--- src/rtl/instruction_fetch_unit.sv ---
// instruction_fetch_unit: PC, single in-flight read tracking and 2-entry decode queue; FETCH_HALT_DETECT_EN enables halt-opcode stop
module instruction_fetch_unit #(
  parameter int DATA_WIDTH = 32,
  parameter int INSTRUCTIONMEM_ADDR_WIDTH = 13,
  parameter logic [INSTRUCTIONMEM_ADDR_WIDTH-1:0] RESET_PC = '0,
  parameter logic [5:0] HALT_OPCODE = 6'b111111
) (
  input  logic clock,
  input  logic reset,
  output logic [INSTRUCTIONMEM_ADDR_WIDTH-1:0] readAddr,
  input  logic [DATA_WIDTH-1:0] readData,
  input  logic branchTaken,
  input  logic [INSTRUCTIONMEM_ADDR_WIDTH-1:0] branchTarget,
  output logic instrValid,
  input  logic instrReady,
  output logic [DATA_WIDTH-1:0] instruction,
  output logic [INSTRUCTIONMEM_ADDR_WIDTH-1:0] instrPc,
  output logic halted
);
  localparam int AW = INSTRUCTIONMEM_ADDR_WIDTH;
  logic [AW-1:0] fetch_pc, inflight_pc;
  logic inflight;
  logic [DATA_WIDTH-1:0] q_data [2];
  logic [AW-1:0] q_pc [2];
  logic [1:0] count, occ, base;
  logic pop, push, issue;
  assign instrValid = count != 2'd0;
  assign instruction = q_data[0];
  assign instrPc = q_pc[0];
  assign pop = instrValid & instrReady;
  assign push = inflight & ~branchTaken & ~halted;
  assign occ = count + 2'(inflight) - 2'(pop);
  assign base = count - 2'(pop);
  assign issue = branchTaken | ((occ < 2'd2) & ~halted);
  assign readAddr = reset ? RESET_PC : (branchTaken ? branchTarget : fetch_pc);
  // PC, in-flight tracking and queue; a push lands behind whatever survives this cycle's pop
  always_ff @(posedge clock) begin
    if (reset) begin
      fetch_pc <= RESET_PC;
      inflight <= 1'b0;
      inflight_pc <= '0;
      count <= 2'd0;
      q_data[0] <= '0;
      q_data[1] <= '0;
      q_pc[0] <= '0;
      q_pc[1] <= '0;
    end else begin
      inflight <= issue;
      if (issue) begin
        inflight_pc <= readAddr;
        fetch_pc <= readAddr + AW'(1);
      end
      if (branchTaken) count <= 2'd0;
      else begin
        if (pop) begin
          q_data[0] <= q_data[1];
          q_pc[0] <= q_pc[1];
        end
        if (push) begin
          q_data[base == 2'd0 ? 0 : 1] <= readData;
          q_pc[base == 2'd0 ? 0 : 1] <= inflight_pc;
        end
        count <= base + 2'(push);
      end
    end
  end
  // the issue rule must keep a full queue from ever receiving a push
  always_ff @(posedge clock) begin
    if (!reset) assert (!(push && !pop && count == 2'd2));
  end
`ifdef FETCH_HALT_DETECT_EN
  // halt once a halt word enters the queue; the read issued alongside it is squashed via push
  always_ff @(posedge clock) begin
    if (reset || branchTaken) halted <= 1'b0;
    else if (push && readData[DATA_WIDTH-1 -: 6] == HALT_OPCODE) halted <= 1'b1;
  end
`else
  assign halted = 1'b0;
`endif
endmodule

--- config.mk ---
export PLATFORM = sky130hd
export DESIGN_NAME = instruction_fetch_unit
export DESIGN_NICKNAME = d
export VERILOG_FILES = /design/src/rtl/instruction_fetch_unit.sv
export SDC_FILE = /design/constraint.sdc
export NUM_CORES = 1
export LEC_CHECK = 0
export BUFFER_PORTS_ARGS = -buffer_cell sky130_fd_sc_hd__buf_2
export CORE_MARGIN = 1.5
export CORE_UTILIZATION = 36
export DETAILED_ROUTE_END_ITERATION = 8
export HOLD_SLACK_MARGIN = 0.03
export SYNTH_ARGS = -nofsm -noshare
export SYNTH_HDL_FRONTEND = slang
export SYNTH_SLANG_ARGS = --single-unit
--- constraint.sdc ---
create_clock -name clock -period 3.2 [get_ports clock]
set_input_delay 0.16 -clock clock [delete_from_list [all_inputs] [get_ports clock]]
set_output_delay 0.16 -clock clock [all_outputs]
set_load 0.1 [all_outputs]
Word level (Yosys, flattened, before mapping)
Memories as Yosys holds them, arrays and structs flattened.
Index checks and enable logic that the tools add are counted.
{ "word_totals": {"register_bits": 29, "latch_bits": 0, "mem_bits_rw": 90, "mem_bits_ro": 0, "word_cells": 44, "memories": 2} }
{ "op_classes": {"add_sub_neg": 5, "mul": 0, "div_mod_pow": 0, "order_cmp": 1, "n_eq_ne": 0, "shift": 0, "n_mux": 21, "bitwise": 6, "reduce_logical": 5} }
{ "mem_list": {"columns": ["name", "words", "word_bits", "read_ports", "rd_ports_with_merged_regs", "wr", "line", "text"], "rows": [
  ["q_data", 2, 32, 2, 0, 2, "23", "logic [DATA_WIDTH-1:0] q_data [2];"],
  ["q_pc", 2, 13, 2, 0, 2, "24", "logic [AW-1:0] q_pc [2];"]
]} }
{ "op_table": {"columns": ["op", "count"], "rows": [
  ["$mux 32", 2],
  ["$mux 13", 4],
  ["$reduce_or 32->1", 1],
  ["$mux 1", 15],
  ["$add 13x1->13 const B", 1],
  ["$reduce_or 13->1", 1],
  ["$add 2x1->2", 2],
  ["$sub 2x1->2", 2],
  ["$or 1x1->1", 3],
  ["$and 1x1->1", 2],
  ["$logic_not 2->1", 1],
  ["$lt 2x2->1 const B", 1],
  ["$reduce_bool 2->1", 1],
  ["$reduce_or 2->1", 1],
  ["$not 1->1", 1]
]} }

Longest topological paths before layout
{ "depth": {"ltp_word": 8, "depth_mapped": 9, "ltp_nobuf": 7} }

Least setup slack after synthesis
No wires, ideal clock.
{ "synth_path": {"path_type": "input-to-reg", "from": "input port reset", "to": "register fetch_pc[12]", "setup_ps": 80, "arrival_time_ps": 3172, "t_required_ps": 3120, "setup_slack_ps": -52, "stages": 8, "path_buffers": 2, "cell_sequence": "buf_4 > clkbuf_1 > nor2_1 > ha_1 > nor4b_4 > nand4_1 > xor2_1 > a211oi_2"} }
{ "synth_via": {"elab_chain_cells": 2} }
{ "synth_lines": {"columns": ["element", "line", "text"], "rows": [
  ["from (decl)", "9", "input logic reset,"],
  ["$mux 13", "35", "assign readAddr = reset ? RESET_PC : (branchTaken ? branchTarget : fetch_pc);"],
  ["net readAddr[1]", "10", "output logic [INSTRUCTIONMEM_ADDR_WIDTH-1:0] readAddr,"],
  ["$add 13x1->13", "51", "fetch_pc <= readAddr + AW'(1);"],
  ["to (signal assigned)", "51", null],
  ["to (decl)", "21", "logic [AW-1:0] fetch_pc, inflight_pc;"]
]} }
The timed path passes the listed nets, and every way through them passes these cells.
A chain may end at the register's enable or synchronous reset.

==> impl_metrics.py <==
metrics = {
    "synthesis": {
        "synth_area_um2": 5134,
        "synthArstFlopShare_pct": 0,
        "postSynthRegisterBits": 119,
        "syn_nets": 421,
        "ys_warn_count": 0,
        "ys.flop_type": "edfxtp_1",
        "postSynthCellCount": 370,
        "syn_avg_cell_area_um2": 13.87,
        "ys_seq_area_share_pct": 63.95,
        "synth_cell_types": 43,
        "synth-edff-count": 90,
    },
    "sta": {
        "setup_tns_ps": 0,
        "relSlewSlack_pct": 29.07,
        "rsz0062_at_grt": "no",
        "fmax_mhz": 475.0,
        "final-setup-viol-count": 0,
        "min_period_ps": 2105,
        "tightest_slew_ps": 1064,
        "drv_slew": 0,
        "skew_ps": 6.815,
        "post-route-period-util_pct": 65.79,
        "final_hold_viol_count": 0,
    },
    "drt": {
        "antenna_left": 0,
        "firstDrtPassIters": 4,
        "vias": 3336,
        "vias_per_cell": 4.979,
        "first_iter_violations": 178,
        "drc": 0,
        "routedWlPerCell_um": 15.15,
        "routed_wl_mm": 10.15,
    },
    "worst_setup_path": {
        "critPathCaptureType": "register",
        "cp-start-kind": "register",
        "crit_path_max_incr_delay_ps": 850,
        "path_max_fanout": 45,
        "cp_num_buf_inv": 0,
        "critPathArrivalTime_ps": 2130,
        "crit_type": "register to register",
        "cp_slowest_cell": "or2_2",
        "cp_cell_sequence": "and2b_1 > nor2_1 > nor3_4 > or2_2",
        "cp_top_family": "simple AND/OR/NAND/NOR gates",
        "crit_required_ps": 3220,
    },
    "global_route": {
        "antenna_found_initial": 0,
        "grt_usage_pct": 14.52,
        "grt_pass1_wl_mm": 16.33,
        "grt_pass1_vias": 3270,
        "overflow": 0,
        "grt_max_degree": 46,
    },
    "layout": {
        "nFillCells": 1286,
        "diodes": 0,
        "area_growth_pct": 23.57,
        "post-route-util_pct": 45.70,
        "finalInstanceArea_um2": 6344,
        "final_cell_mix": "buf_2, edfxtp_1, and2_1, a22o_1, dfxtp_1",
        "final-seq-area_um2": 3283,
        "multi_input_area_um2": 1688,
        "drive_above_1_share_pct": 32.45,
        "layout_commonest_cell": "buf_2",
        "finalNetCount": 529,
    },
    "cts": {
        "post_cts_buffers": 0,
        "root_buffer": "clkbuf_16",
        "ctsHoldBuffers": 2,
        "cts.path.max_buffers": 2,
        "cts_made_buffers": 17,
        "clk-insertion-delay-late_ps": 400,
        "cts_resized": 0,
        "clk_pin_slew_worst_paths_ps": 50,
        "cts_sinks": 119,
        "cts_tree": "yes",
        "htree_levels": 4,
    },
    "die": {
        "fp.dieH_um": 122.4,
        "initial_core_util_pct": 36.98,
        "fp.coreArea_um2": 13880,
        "dieWidth_um": 122.4,
        "die_area_um2": 14990,
        "rows": 43,
        "io_pins": 109,
    },
    "power_and_ir_drop": {
        "vdd_ir_drop_max_uv": 278.7,
        "power_leakage_nw": 2.676,
        "power.density_nw_per_um2": 640.3,
    },
    "worst_hold_path": {
        "hold_path.class": "primary input to register",
    },
    "placed_design": {
        "placed_area_um2": 5784,
        "hpwl_mm": 6.733,
        "placement.io_buffers": 107,
        "place_congestion": 0.8023,
    },
    "job": {
        "max-cap-violations": 0,
    },
    "run_status": {
        "status": "complete, no violations",
    },
}
final timing paths:
| path | start | to | slack [ps] | cells past startpoint |
|---|---|---|---|---|
| worst max register to register | count[0]$_SDFF_PP0_ | q_data[1][18]$_SDFFCE_PN0P_ | 1090 | 4 |
| worst max-delay path | count[0]$_SDFF_PP0_ | q_data[1][18]$_SDFFCE_PN0P_ | 1090 | 4 |
| worst min register to register | inflight_pc[0]$_SDFFE_PP0P_ | inflight_pc[0]$_SDFFE_PP0P_ | 490 | 1 |
| worst min-delay path | readData[28] | q_data[1][28]$_SDFFCE_PN0P_ | 60 | 2 |
cells by family (layout without fill, tap and decap cells):
| group | count (synthesis) | count (layout) | synth area share [%] |
|---|---|---|---|
| compound gates | 80 | 80 | 13.79 |
| mux | 13 | 13 | 2.535 |
| buf+inv | 28 | 148 | 3.388 |
| other cells | 1 | 1 | 0.07305 |
| fa+ha+maj | 2 | 2 | 0.4874 |
| flops | 119 | 119 | 63.95 |
| simple gates | 115 | 115 | 13.72 |
| xor+xnor | 12 | 12 | 2.047 |
flip-flops by register name, indices dropped and copies added, names as in the netlist:
signal / cells
count: 2
fetch_pc: 13
q_data: 64
q_pc: 26
inflight: 1
inflight_pc: 13
routing by layer:
| layer | GRT usage, % | routed length (um) |
|---|---|---|
| met1 | 18.42 | 4687 |
| met2 | 21.89 | 4543 |
| met3 | 5.716 | 738 |
| met4 | 6.541 | 181 |
| met5 | 0 | 0 |
per-stage QoR:
step           std cells  power [mW]  hold WS, ps  setup WS (ps)
5_1_grt              670       4.216        45.97          908.1
3_5_place_dp         637       2.365        461.2          797.6
2_1_floorplan        370       2.258        358.2          469.9
6_report             670       4.062        57.80           1095
4_1_cts              670       4.111        34.93           1018
3_3_place_gp         637       2.359        461.1          866.9
layout make-up:
type | count | area share (%)
flip-flops and latches | 119 | 51.76
multi-input cells | 223 | 26.61
repair buffers | 115 | 9.467
clock buffers | 26 | 7.712
well taps | 180 | 3.550
clock inverters | 5 | 0.7890
inverters | 2 | 0.1183
synth_stat cells, drive strengths merged (4+ instances only):
library cell | instances | area share, %
and2 | 47 | 5.7
nor2 | 31 | 2.5
xnor2 | 4 | 0.68
a22o | 45 | 7.7
nand2 | 8 | 0.58
o22a | 12 | 2.0
edfxtp | 90 | 53
a211oi | 13 | 2.6
dfxtp | 29 | 11
mux2i | 13 | 2.5
nand4 | 6 | 0.73
buf | 19 | 2.7
xor2 | 8 | 1.4
nand3 | 7 | 0.78
clkbuf | 7 | 0.51
power breakdown:
part,total [mW],switching (mW),internal [mW]
registers,1.77,0.0292,1.74
logic,0.564,0.465,0.0985
clock network,1.73,0.612,1.12
Note: power is estimated with default switching activity, not from simulation.
